===== src/rtl/meas_sequencer_if.sv =====
// Signal bundle between the measurement sequencer and its environment:
// counter datapath inputs, control inputs, UART byte stream and status.
//
// Byte stream handshake: the sequencer (master modport) drives tx_data and
// tx_valid; a byte transfers on every rising clk edge where tx_valid=1 and
// tx_ready=1. Once tx_valid is raised, tx_data and tx_valid stay unchanged
// until that transfer happens; tx_ready may toggle freely.
interface meas_sequencer_if;
    logic        start;
    logic        abort;
    logic [1:0]  opcode;
    logic [31:0] cnt_a;
    logic [31:0] cnt_ref;
    logic        tx_ready;
    logic        cnt_clr;
    logic        gate;
    logic [7:0]  tx_data;
    logic        tx_valid;
    logic        busy;
    logic        done;
    logic [3:0]  state;

    modport master (
        input  start, abort, opcode, cnt_a, cnt_ref, tx_ready,
        output cnt_clr, gate, tx_data, tx_valid, busy, done, state
    );

    modport slave (
        output start, abort, opcode, cnt_a, cnt_ref, tx_ready,
        input  cnt_clr, gate, tx_data, tx_valid, busy, done, state
    );
endinterface


===== src/rtl/meas_sequencer.sv =====
// Measurement sequencer: clears the counter datapath, opens a gate window of
// GATE_CYCLES clocks, waits SETTLE_CYCLES for the counters to settle, latches
// both counts and ships them as an 11-byte checksummed frame over a
// valid/ready byte stream. Every output is a register loaded from the
// next-state decode, so outputs change exactly when the state does.
module meas_sequencer #(
    parameter int GATE_CYCLES   = 50000000,
    parameter int SETTLE_CYCLES = 4
) (
    input  logic           clk,
    input  logic           rst,
    meas_sequencer_if.master bus
);

    typedef enum logic [3:0] {
        IDLE   = 4'd0,
        CLEAR  = 4'd1,
        GATE   = 4'd2,
        SETTLE = 4'd3,
        LATCH  = 4'd4,
        SEND   = 4'd5,
        DONE   = 4'd6
    } state_t;

    // Counters run 0..N-1, so a width holding N never wraps inside a window.
    localparam int GW = (GATE_CYCLES   > 1) ? $clog2(GATE_CYCLES + 1)   : 1;
    localparam int SW = (SETTLE_CYCLES > 1) ? $clog2(SETTLE_CYCLES + 1) : 1;
    localparam logic [GW-1:0] GATE_LAST   = GW'(GATE_CYCLES - 1);
    localparam logic [SW-1:0] SETTLE_LAST = SW'(SETTLE_CYCLES - 1);
    localparam logic [3:0]    LAST_BYTE   = 4'd10;

    state_t        state_q, state_d;
    logic [GW-1:0] gate_cnt_q, gate_cnt_d;
    logic [SW-1:0] settle_cnt_q, settle_cnt_d;
    logic [3:0]    idx_q, idx_d;
    logic [1:0]    mode_q, mode_d;
    logic [31:0]   a_snap_q, a_snap_d;
    logic [31:0]   r_snap_q, r_snap_d;

    logic          cnt_clr_q, gate_q, tx_valid_q, busy_q, done_q;
    logic [7:0]    tx_data_q, tx_data_d;
    logic [7:0]    checksum;
    logic [7:0]    frame_byte;

    // State register.
    always_ff @(posedge clk) begin
        if (rst) state_q <= IDLE;
        else     state_q <= state_d;
    end

    // Next-state decode, datapath next values and the byte to present next.
    always_comb begin
        state_d      = state_q;
        gate_cnt_d   = gate_cnt_q;
        settle_cnt_d = settle_cnt_q;
        idx_d        = idx_q;
        mode_d       = mode_q;
        a_snap_d     = a_snap_q;
        r_snap_d     = r_snap_q;

        case (state_q)
            IDLE: begin
                if (bus.start) begin
                    mode_d  = bus.opcode;
                    state_d = CLEAR;
                end
            end
            CLEAR: begin
                if (bus.abort) begin
                    state_d = IDLE;
                end else begin
                    gate_cnt_d = '0;
                    state_d    = GATE;
                end
            end
            GATE: begin
                if (bus.abort) begin
                    state_d = IDLE;
                end else if (gate_cnt_q == GATE_LAST) begin
                    settle_cnt_d = '0;
                    state_d      = SETTLE;
                end else begin
                    gate_cnt_d = gate_cnt_q + GW'(1);
                end
            end
            SETTLE: begin
                if (bus.abort) begin
                    state_d = IDLE;
                end else if (settle_cnt_q == SETTLE_LAST) begin
                    state_d = LATCH;
                end else begin
                    settle_cnt_d = settle_cnt_q + SW'(1);
                end
            end
            LATCH: begin
                a_snap_d = bus.cnt_a;
                r_snap_d = bus.cnt_ref;
                idx_d    = '0;
                state_d  = SEND;
            end
            SEND: begin
                if (tx_valid_q && bus.tx_ready) begin
                    if (idx_q == LAST_BYTE) state_d = DONE;
                    else                    idx_d   = idx_q + 4'd1;
                end
            end
            DONE:    state_d = IDLE;
            default: state_d = IDLE;
        endcase

        checksum = 8'hA5 ^ {6'b0, mode_q}
                 ^ a_snap_d[31:24] ^ a_snap_d[23:16] ^ a_snap_d[15:8] ^ a_snap_d[7:0]
                 ^ r_snap_d[31:24] ^ r_snap_d[23:16] ^ r_snap_d[15:8] ^ r_snap_d[7:0];

        case (idx_d)
            4'd0:    frame_byte = 8'hA5;
            4'd1:    frame_byte = {6'b0, mode_q};
            4'd2:    frame_byte = a_snap_d[31:24];
            4'd3:    frame_byte = a_snap_d[23:16];
            4'd4:    frame_byte = a_snap_d[15:8];
            4'd5:    frame_byte = a_snap_d[7:0];
            4'd6:    frame_byte = r_snap_d[31:24];
            4'd7:    frame_byte = r_snap_d[23:16];
            4'd8:    frame_byte = r_snap_d[15:8];
            4'd9:    frame_byte = r_snap_d[7:0];
            default: frame_byte = checksum;
        endcase

        tx_data_d = (state_d == SEND) ? frame_byte : 8'h00;
    end

    // Datapath registers and registered outputs derived from the next state.
    always_ff @(posedge clk) begin
        if (rst) begin
            gate_cnt_q   <= '0;
            settle_cnt_q <= '0;
            idx_q        <= '0;
            mode_q       <= '0;
            a_snap_q     <= '0;
            r_snap_q     <= '0;
            cnt_clr_q    <= 1'b0;
            gate_q       <= 1'b0;
            tx_valid_q   <= 1'b0;
            tx_data_q    <= 8'h00;
            busy_q       <= 1'b0;
            done_q       <= 1'b0;
        end else begin
            gate_cnt_q   <= gate_cnt_d;
            settle_cnt_q <= settle_cnt_d;
            idx_q        <= idx_d;
            mode_q       <= mode_d;
            a_snap_q     <= a_snap_d;
            r_snap_q     <= r_snap_d;
            cnt_clr_q    <= (state_d == CLEAR);
            gate_q       <= (state_d == GATE);
            tx_valid_q   <= (state_d == SEND);
            tx_data_q    <= tx_data_d;
            busy_q       <= (state_d != IDLE);
            done_q       <= (state_d == DONE);
        end
    end

    assign bus.cnt_clr  = cnt_clr_q;
    assign bus.gate     = gate_q;
    assign bus.tx_data  = tx_data_q;
    assign bus.tx_valid = tx_valid_q;
    assign bus.busy     = busy_q;
    assign bus.done     = done_q;
    assign bus.state    = state_q;

endmodule


===== src/flat_wrapper.sv =====
// flat-port wrapper written by rule: the top's interface ports become plain ports
module meas_sequencer_flat 
#(
    parameter int GATE_CYCLES   = 50000000,
    parameter int SETTLE_CYCLES = 4
)
  (clk, rst, bus_start, bus_abort, bus_opcode, bus_cnt_a, bus_cnt_ref, bus_tx_ready, bus_cnt_clr, bus_gate, bus_tx_data, bus_tx_valid, bus_busy, bus_done, bus_state);
  meas_sequencer_if bus_i ();
  input  logic clk;
  input  logic rst;
  input wire logic [$bits(bus_i.start)-1:0] bus_start;
  input wire logic [$bits(bus_i.abort)-1:0] bus_abort;
  input wire logic [$bits(bus_i.opcode)-1:0] bus_opcode;
  input wire logic [$bits(bus_i.cnt_a)-1:0] bus_cnt_a;
  input wire logic [$bits(bus_i.cnt_ref)-1:0] bus_cnt_ref;
  input wire logic [$bits(bus_i.tx_ready)-1:0] bus_tx_ready;
  output wire logic [$bits(bus_i.cnt_clr)-1:0] bus_cnt_clr;
  output wire logic [$bits(bus_i.gate)-1:0] bus_gate;
  output wire logic [$bits(bus_i.tx_data)-1:0] bus_tx_data;
  output wire logic [$bits(bus_i.tx_valid)-1:0] bus_tx_valid;
  output wire logic [$bits(bus_i.busy)-1:0] bus_busy;
  output wire logic [$bits(bus_i.done)-1:0] bus_done;
  output wire logic [$bits(bus_i.state)-1:0] bus_state;
  assign bus_i.start = bus_start;
  assign bus_i.abort = bus_abort;
  assign bus_i.opcode = bus_opcode;
  assign bus_i.cnt_a = bus_cnt_a;
  assign bus_i.cnt_ref = bus_cnt_ref;
  assign bus_i.tx_ready = bus_tx_ready;
  assign bus_cnt_clr = bus_i.cnt_clr;
  assign bus_gate = bus_i.gate;
  assign bus_tx_data = bus_i.tx_data;
  assign bus_tx_valid = bus_i.tx_valid;
  assign bus_busy = bus_i.busy;
  assign bus_done = bus_i.done;
  assign bus_state = bus_i.state;
  meas_sequencer #(.GATE_CYCLES(GATE_CYCLES), .SETTLE_CYCLES(SETTLE_CYCLES)) u_core (.clk(clk), .rst(rst), .bus(bus_i));
endmodule

===== config.mk =====
export PLATFORM = sky130hd
export DESIGN_NAME = meas_sequencer_flat
export DESIGN_NICKNAME = d
export VERILOG_FILES = /design/src/rtl/meas_sequencer_if.sv /design/src/rtl/meas_sequencer.sv /design/src/flat_wrapper.sv
export SDC_FILE = /design/constraint.sdc
export NUM_CORES = 1
export LEC_CHECK = 0
export CORE_ASPECT_RATIO = 0.8
export CORE_MARGIN = 3
export CORE_UTILIZATION = 30
export DETAILED_ROUTE_END_ITERATION = 6
export HOLD_SLACK_MARGIN = 0.15
export PLACE_DENSITY = 0.58
export SLEW_MARGIN = 15
export SYNTH_ARGS = -nofsm -noshare
export SYNTH_HDL_FRONTEND = slang
export SYNTH_SLANG_ARGS = --single-unit

===== constraint.sdc =====
create_clock -name clk -period 3.1 [get_ports clk]
set_input_delay 0.31 -clock clk [delete_from_list [all_inputs] [get_ports clk]]
set_output_delay 0.31 -clock clk [all_outputs]
set_load 0.02 [all_outputs]

# Yosys cells after proc, flatten, opt, wreduce, memory -nomap -nowiden
# Cells that the tools add are included.
# classes
n_addsub,3
eq_ne,27
muxes,24
n_bitwise,10
n_reduce_logical,10
# op_table
cell,n
$pmux W8 S10,1
$mux W26,3
$mux W32,2
$xor A8 B8 Y8,8
$pmux W26 S2,1
$mux W4,9
$eq A4 B3 Y1 const B,8
$add A26 B1 Y26 const B,1
$eq A26 B26 Y1 const B,1
$pmux W4 S6,1
$eq A4 B2 Y1 const B,5
$eq A4 B1 Y1 const B,3
$eq A4 B4 Y1 const B,3
$mux W3,4
$ne A2 B2 Y1 const B,5
$logic_not A4 Y1,2
$pmux W4 S2,1
$pmux W3 S2,1
$reduce_and A5 Y1,1
$add A4 B1 Y4 const B,1
$not A1 Y4,1
$reduce_and A4 Y1,1
$reduce_bool A2 Y1,2
$reduce_bool A4 Y1,1
other kinds (8),8
# totals
regBits,116
inputBits,71
out_inout_bits,17
wordCells,87

# Logic depth before layout (Yosys ltp)
# Gate-level depths: netlist (run 1).
# depth
word_depth,11
ltp_mapped,12
ltp_nobuf,10

# Least setup slack after synthesis (run 1)
# Ideal clock, no wire load.
# synth_path
path_type,register to register
startpoint,reg u_core.idx_q[0]
endpoint,"reg u_core.tx_data_q[7], in the netlist u_core.bus.tx_data[7]"
setup_ps,86
t_arrival_ps,2424
required_time_ps,3014
setup_slack_ps,589
path_stages_with_launch,11
n_path_buf,1
synth_period_minus_slack_ps,2511
path_cell_list,dfxtp_1 > buf_2 > inv_1 > ha_1 > and3b_1 > o21ai_0 > nand3_1 > or4_1 > o21ai_1 > o22ai_1 > a221oi_2
# synth_between
elab_chain_len,7
elab_cells_between_ends,22
classes_between,add/sub (1); eq/ne (11); mux (7); bitwise (1); reduce/logical (2)
# synth_lines
element,line_no,text
start: declaration,meas_sequencer.sv:35,"logic [3:0] idx_q, idx_d;"
start signal: assignment,meas_sequencer.sv:150,idx_q <= idx_d;
"parallel branches: the longest is 7 deep, another holds $add A4 B1 Y4",--,
end signal: assignment,meas_sequencer.sv:157,tx_data_q <= tx_data_d;
end: declaration,meas_sequencer.sv:41,"logic [7:0] tx_data_q, tx_data_d;"
# Parallel ways; which one is timed is not known.
# A chain may end at the register's enable or synchronous reset.

# Final worst setup path (run 1)
# layout_path
startpoint,reg u_core.idx_q[0]
endpoint,"reg u_core.tx_data_q[4], in the netlist u_core.bus.tx_data[4]"
# Same word-level chain as after synthesis.

==> run_results.csv, run 1 <==
group,metric,value,unit
outcome,status,"finished clean",
global_routing,grt_pass1_vias,5375,
clock_network,clk_pin_slew,0.06,ns
timing,setup_violations,0,
clock_network,post_cts_resized,0,
synth,seq_area_frac_synth,35.66,%
setup_path,cpMaxStageDelayCell,"and3_1",
finish,area.growth.synth_to_final,28.04,%
synth,synth_area,6511,um^2
timing,max_clock_freq,379.5,MHz
timing,finalMaxSlewViolations,0,
drt,drtIter0Drc,526,
setup_path,worst-setup-path-type,"register to register",
synth,ys_ff_latch,116,
timing,finalCritPeriodShare,85.01,%
die,start_util,31.01,%
finish,layout-drive-gt1-share,8.389,%
timing,setup_tns,0,ns
power_and_ir_drop,ir_worst_vdd,0.2943,mV
timing,finalCriticalPeriod,2.635,ns
setup_path,cpLargestDelayFamily,"simple AND/OR/NAND/NOR gates",
setup_path,cp_common_cell,"o21ai_0",
synth,synth_ff_type,"dfxtp_1",
drt,post_drt_wl_per_cell,15.86,um
die,io_pins,88,
drt,finalWirelength,18.45,mm
global_routing,grt.overflow.total,0,
finish,finalInstanceArea,8337,um^2
setup_path,critical_path_required,3.40,ns
die,core-area,20990,um^2
finish,antenna_cells,0,
synth,synth.area.top_cells,"dfxtp_1 (36%), xnor2_1 (12%), mux2i_1 (7.7%), nand2_1 (6.5%), nor2_1 (5.4%)",
finish,final_common_cell,"dfxtp_1",
drt,post-route-drc-count,0,
clock_network,post-cts-setup-buffer-count,0,
synth,yosys.area.top_type,"dfxtp_1",
power_and_ir_drop,power_leakage,0.002825,uW
drt,detail-route-antenna-nets,0,
synth,yosysWarnings,0,
timing,finalClockSkew,0.009175,ns
place,dp_hpwl,13.65,mm
synth,syn_inst,792,
timing,worst_pin_slew,0.9037,ns
setup_path,reg2reg_depth,10,
global_routing,grt_max_degree,82,
synth,syn_area_per_cell,8.221,um^2
finish,nets,957,
synth,async_reset_ff_share,0,%
die,fp.dieArea,23520,um^2
flow_run,maxCapViolCount,0,
synth,syn_nets,868,
drt,firstDrtPassIters,5,
synth,ys_types,69,
clock_network,cts_tree,"built",
timing,max-slew-margin-rel,39.76,%
clock_network,cts_buffers,17,
worst_hold_path,hold_path.class,"primary input to register",
finish,fill_cells,2116,
drt,vias_per_cell,4.937,
clock_network,clk_latency,0.42,ns
die,die_h,137.8,um
setup_path,cp_slowest_stage_delay,0.43,ns
power_and_ir_drop,powerDensity,471.3,nW/um^2
timing,rsz0062_at_grt,"false",
setup_path,cp_data_arrival_time,2.94,ns
clock_network,ctsRootBufferMaster,"clkbuf_16",
global_routing,antenna_found_initial,0,
setup_path,cp.depth,10,
synth,synth-edff-count,0,
die,rows,47,
place,globalplace.congestion,0.8552,
setup_path,worstSetupEndpointType,"register",
synth,synth_top_area_share,35.66,%
die,die_w,170.7,um
place,placed_area,7685,um^2
finish,layout_common_cells,"dfxtp_1 (116), nand2_1 (113), nor2_1 (93)",
setup_path,start_kind,"register",
drt,vias,5742,
global_routing,grt_use_total,16.08,%
clock_network,holdBufCountCts,0,
clock_network,cts.sinks,116,
global_routing,grt_pass1_wl,29.65,mm
setup_path,crit_buf_inv,2,
setup_path,path_cells,"inv_1 -> ha_1 -> and3b_1 -> o21ai_0 -> and3_1 -> buf_4 -> mux2i_1 -> o21ai_0 -> a211oi_1 -> nor3_1",
place,port_buffers,87,
timing,finalHoldViolCount,0,
worst_hold_path,min_path_cells,3,
setup_path,cp_max_fo,14,
clock_network,clk_path_buf_depth,2,
clock_network,htree_levels,4,
-- synthesized netlist by cell type, drive strengths merged, types with 2 or more instances --
cell / count
and2: 4
nor3b: 2
nand2: 113
ha: 5
a221oi: 5
buf: 26
a41oi: 2
a211oi: 3
o2111ai: 3
nor2: 94
a31oi: 5
a21oi: 61
dfxtp: 116
o31ai: 3
nor3: 24
clkbuf: 19
and3: 6
o311ai: 2
nor4: 6
o22ai: 8
nand3b: 2
o21ai: 31
nor4b: 2
nand3: 18
o32ai: 2
xor2: 17
nor2b: 6
a22o: 3
a311oi: 3
and4: 5
xnor2: 91
nand4: 4
inv: 15
or2: 3
mux2i: 50
or3: 13
-- sequential cells by signal (all words and copies together), names as in the netlist --
name / count
u_core.settle_cnt_q: 3
u_core.bus.tx_data: 8
u_core.bus.tx_valid: 1
u_core.gate_cnt_q: 26
u_core.bus.cnt_clr: 1
u_core.bus.state: 4
u_core.bus.gate: 1
u_core.bus.busy: 1
u_core.idx_q: 4
u_core.mode_q: 2
u_core.a_snap_q: 32
u_core.r_snap_q: 32
u_core.bus.done: 1
-- report_power, final --
group          leakage, uW  total [uW]  internal, uW  switching [uW]
Clock             0.000312        2190          1440             754
Sequential        0.000935        1500          1500            6.55
Combinational      0.00158         236           133             104
-- area by class of cell --
cell class	instances	area, um^2	area share [%]
tap	269	336.6	4.037
inverter	15	56.30	0.6754
multi-input combinational	616	3869	46.41
clock inverter	14	222.7	2.671
clock buffer	18	429.2	5.148
timing repair buffer	115	1101	13.21
sequential	116	2322	27.86
-- worst register-to-register path, stage by stage (launching register included) --
cell,delay [ns]
dfxtp_1,0.35
inv_1,0.10
ha_1,0.24
and3b_1,0.21
o21ai_0,0.23
and3_1,0.43
buf_4,0.28
mux2i_1,0.19
o21ai_0,0.11
a211oi_1,0.27
nor3_1,0.09
-- kinds of logic (layout without fill, tap and decap cells) --
kind of cell	count (synthesis)	in the layout	share of synthesized area [%]
buffers and inverters	60	162	4.919
XOR/XNOR	109	109	14.89
other	1	1	0.05759
AND/OR/NAND/NOR	308	308	21.89
multiplexers	51	51	7.859
adder cells (fa/ha/maj)	5	5	0.9608
AO/OA/AOI/OAI	142	142	13.76
flip-flops	116	116	35.66
-- through the flow --
stage               hold slack [ns]  worst slack (ns)  utilization, %  instances  power [uW]
floorplan                    0.4319            0.5892               -        792        1632
CTS                          0.2209            0.4307           39.71       1163        3966
finish                       0.2335            0.4648           39.71       1163        3929
global placement             0.4418            0.4337           36.61       1131        1772
global route                 0.2617            0.2295           39.71       1163        4046
detailed placement           0.4451            0.3715           36.61       1131        1771
-- path summary, 6_finish.rpt --
| kind | from | end | slack (ns) |
|---|---|---|---|
| hold / removal | rst | u_core.bus.state[2]$_SDFF_PP0_ | 0.23 |
| setup / recovery | u_core.idx_q[0]$_SDFF_PP0_ | u_core.bus.tx_data[4]$_SDFF_PP0_ | 0.46 |
| setup reg to reg | u_core.idx_q[0]$_SDFF_PP0_ | u_core.bus.tx_data[4]$_SDFF_PP0_ | 0.46 |
| hold reg to reg | u_core.settle_cnt_q[2]$_SDFFE_PP0P_ | u_core.settle_cnt_q[2]$_SDFFE_PP0P_ | 0.45 |
-- metal layers --
layer  wire, um  track usage [%]  vias up
met2       7223            21.09      167
li1           -                -     2911
met3       1264            3.242       19
met5          0                0        -
met4        287            5.315        0
met1       9673            25.41     2645
Power figures use the tool's default switching activity.
==> run 2, diff against run 1 <==
SETUP_SLACK_MARGIN = 0.05   (was unset)
==> results of run 2 <==
No change in the layout: final DEF, timing and power equal those of run 1.
==> run 3, diff against run 2 <==
--- a/config.mk
+++ b/config.mk
@@ -7,5 +7,5 @@
 export LEC_CHECK = 0
 export CORE_ASPECT_RATIO = 0.8
-export CORE_MARGIN = 3
+export CORE_MARGIN = 1.5
 export CORE_UTILIZATION = 30
 export DETAILED_ROUTE_END_ITERATION = 6
==> constraint.sdc (replaced) <==
create_clock -name clk -period 3.1 [get_ports clk]
set_input_delay 0.31 -clock clk [delete_from_list [all_inputs] [get_ports clk]]
set_output_delay 0.31 -clock clk [all_outputs]
set_load 0.05 [all_outputs]
==> run 3 against run 2 <==
Net effect:
- core utilization is 0.42 points lower
- register-to-register slack got worse by 0.02 ns
- clock skew up 0.0025 ns
- combinational power up 2%
- clock power down 10%
- worst hold slack better by 0.028 ns
- count of clock-buffer cells in the layout decreased by 1
- design area shrank 1.1%
- maximum frequency decreased by 0.58%
- largest power group unchanged
==> run_results.csv, run 3 (synthesis gave the netlist of run 1 again) <==
group,metric,value,unit
timing,finalMaxSlewViolations,0,
clock_network,clk_pin_slew,0.06,ns
global_routing,antenna_found_initial,0,
flow_run,maxCapViolCount,0,
power_and_ir_drop,clockPowerShare,53.1,%
timing,rsz0062_at_grt,"false",
outcome,status,"finished clean",
finish,layout_common_cells,"dfxtp_1 (116), nand2_1 (113), nor2_1 (93)",
timing,finalHoldViolCount,0,
clock_network,post_cts_resized,0,
drt,detail-route-antenna-nets,0,
power_and_ir_drop,pwr-share-comb,6.5,%
finish,fill_cells,2113,
finish,top_regs,"u_core.a_snap_q: 32 flops, u_core.r_snap_q: 32 flops, u_core.gate_cnt_q: 26 flops",
drt,drtIter0Drc,546,
worst_hold_path,min_path_cells,3,
finish,area.growth.synth_to_final,26.69,%
setup_path,cp_max_fo,14,
place,dp_hpwl,13.31,mm
timing,setup_tns,0,ns
setup_path,worstSetupEndpointType,"register",
drt,vias_per_cell,4.924,
power_and_ir_drop,seqPwrFrac,40.5,%
global_routing,grt.overflow.total,0,
drt,post_drt_wl_per_cell,15.71,um
finish,layout-drive-gt1-share,7.883,%
die,fp.dieArea,22600,um^2
clock_network,ctsRootBufferMaster,"clkbuf_16",
setup_path,reg2reg_depth,9,
clock_network,cts_tree,"built",
finish,nets,952,
global_routing,grt_max_degree,82,
clock_network,htree_levels,4,
drt,post-route-drc-count,0,
die,start_util,31.01,%
clock_network,holdBufCountCts,0,
clock_network,clk_latency,0.41,ns
timing,max-slew-margin-rel,41.12,%
setup_path,start_kind,"register",
timing,setup_violations,0,
setup_path,cp_data_arrival_time,2.92,ns
worst_hold_path,hold_path.class,"primary input to register",
drt,finalWirelength,18.18,mm
finish,final_common_cell,"dfxtp_1",
clock_network,cts.sinks,116,
die,core-area,20990,um^2
die,die_w,167.7,um
power_and_ir_drop,ir_worst_vdd,0.2665,mV
place,numPlacedInstances,1126,
timing,finalCritPeriodShare,85.50,%
finish,stdcell_count,1157,
timing,finalClockSkew,0.01165,ns
power_and_ir_drop,sw_frac_of_total,22.38,%
global_routing,grt_pass1_wl,29.35,mm
die,io_pins,88,
global_routing,grt_pass1_vias,5267,
timing,max_clock_freq,377.3,MHz
finish,antenna_cells,0,
die,rows,47,
power_and_ir_drop,switching_power,830.7,uW
power_and_ir_drop,p_int,2882,uW
setup_path,worst-setup-path-type,"register to register",
die,die_h,134.8,um
place,port_buffers,87,
clock_network,post-cts-setup-buffer-count,0,
clock_network,clk_path_buf_depth,2,
power_and_ir_drop,power_leakage,0.002787,uW
timing,worst_pin_slew,0.8832,ns
drt,vias,5697,
setup_path,critical_path_required,3.37,ns
global_routing,grt_use_total,16.59,%
drt,firstDrtPassIters,5,
power_and_ir_drop,powerDensity,450.0,nW/um^2
timing,finalCriticalPeriod,2.651,ns
clock_network,cts_buffers,17,
place,globalplace.congestion,0.8569,
run 3: changes by cell type in the layout (fill, tap and decap cells not counted), sizes merged:
cell / change
clkinv: +6
buf: -5
inv: -5
bufinv: -2
clkbuf: -1
clkinvlp: +1
run 3: final timing paths:
kind                                       startpoint                                   to  slack (ns)
setup / recovery           u_core.idx_q[0]$_SDFF_PP0_     u_core.bus.tx_data[7]$_SDFF_PP0_        0.45
hold / removal                                    rst       u_core.bus.state[2]$_SDFF_PP0_        0.26
setup reg to reg           u_core.idx_q[0]$_SDFF_PP0_     u_core.bus.tx_data[7]$_SDFF_PP0_        0.45
hold reg to reg   u_core.settle_cnt_q[2]$_SDFFE_PP0P_  u_core.settle_cnt_q[2]$_SDFFE_PP0P_        0.45
run 3: critical path, stage by stage (launching register included):
cell and delay [ns]:
dfxtp_1 0.33, inv_1 0.10, ha_1 0.24, and3b_1 0.22, o21ai_0 0.26, and3_1 0.58
or3_1 0.20, o31ai_1 0.07, a221oi_1 0.40, a221oi_2 0.12
run 3: metrics by stage:
stage / util (%) / area (um^2) / hold WS, ns / power, uW / setup WS [ns]
2_1_floorplan: - / 6511 / 0.4319 / 1638 / 0.5888
3_3_place_gp: 36.49 / 7660 / 0.4434 / 1776 / 0.3619
3_5_place_dp: 36.49 / 7660 / 0.4479 / 1775 / 0.3215
4_1_cts: 39.29 / 8249 / 0.2383 / 3761 / 0.4794
5_1_grt: 39.29 / 8249 / 0.2479 / 3844 / 0.2391
6_report: 39.29 / 8249 / 0.2615 / 3712 / 0.4494
run 3: area by class of cell:
type,count,area [um^2],area share (%)
multi-input combinational,616,3869,46.90
tap,269,336.6,4.080
sequential,116,2322,28.15
inverter,15,56.30,0.6825
clock buffer,17,425.4,5.157
clock inverter,14,163.9,1.987
timing repair buffer,110,1076,13.04
run 3: per-layer routing:
metal,wire (um),share of wire [%],track usage (%),vias to the layer above
li1,-,-,-,2888
met1,9822,54,25.94,2596
met2,6921,38,21.41,190
met3,1092,6.0,4.220,23
met4,343,1.9,5.305,0
met5,0,0,0,-
run 3: power by group through the flow:
stage,Combinational [uW],Sequential (uW),Clock [uW]
finish,240,1500,1970
global route,259,1500,2080
CTS,243,1500,2020
detailed placement,241,1530,0
global placement,242,1530,0
floorplan,98.9,1540,0
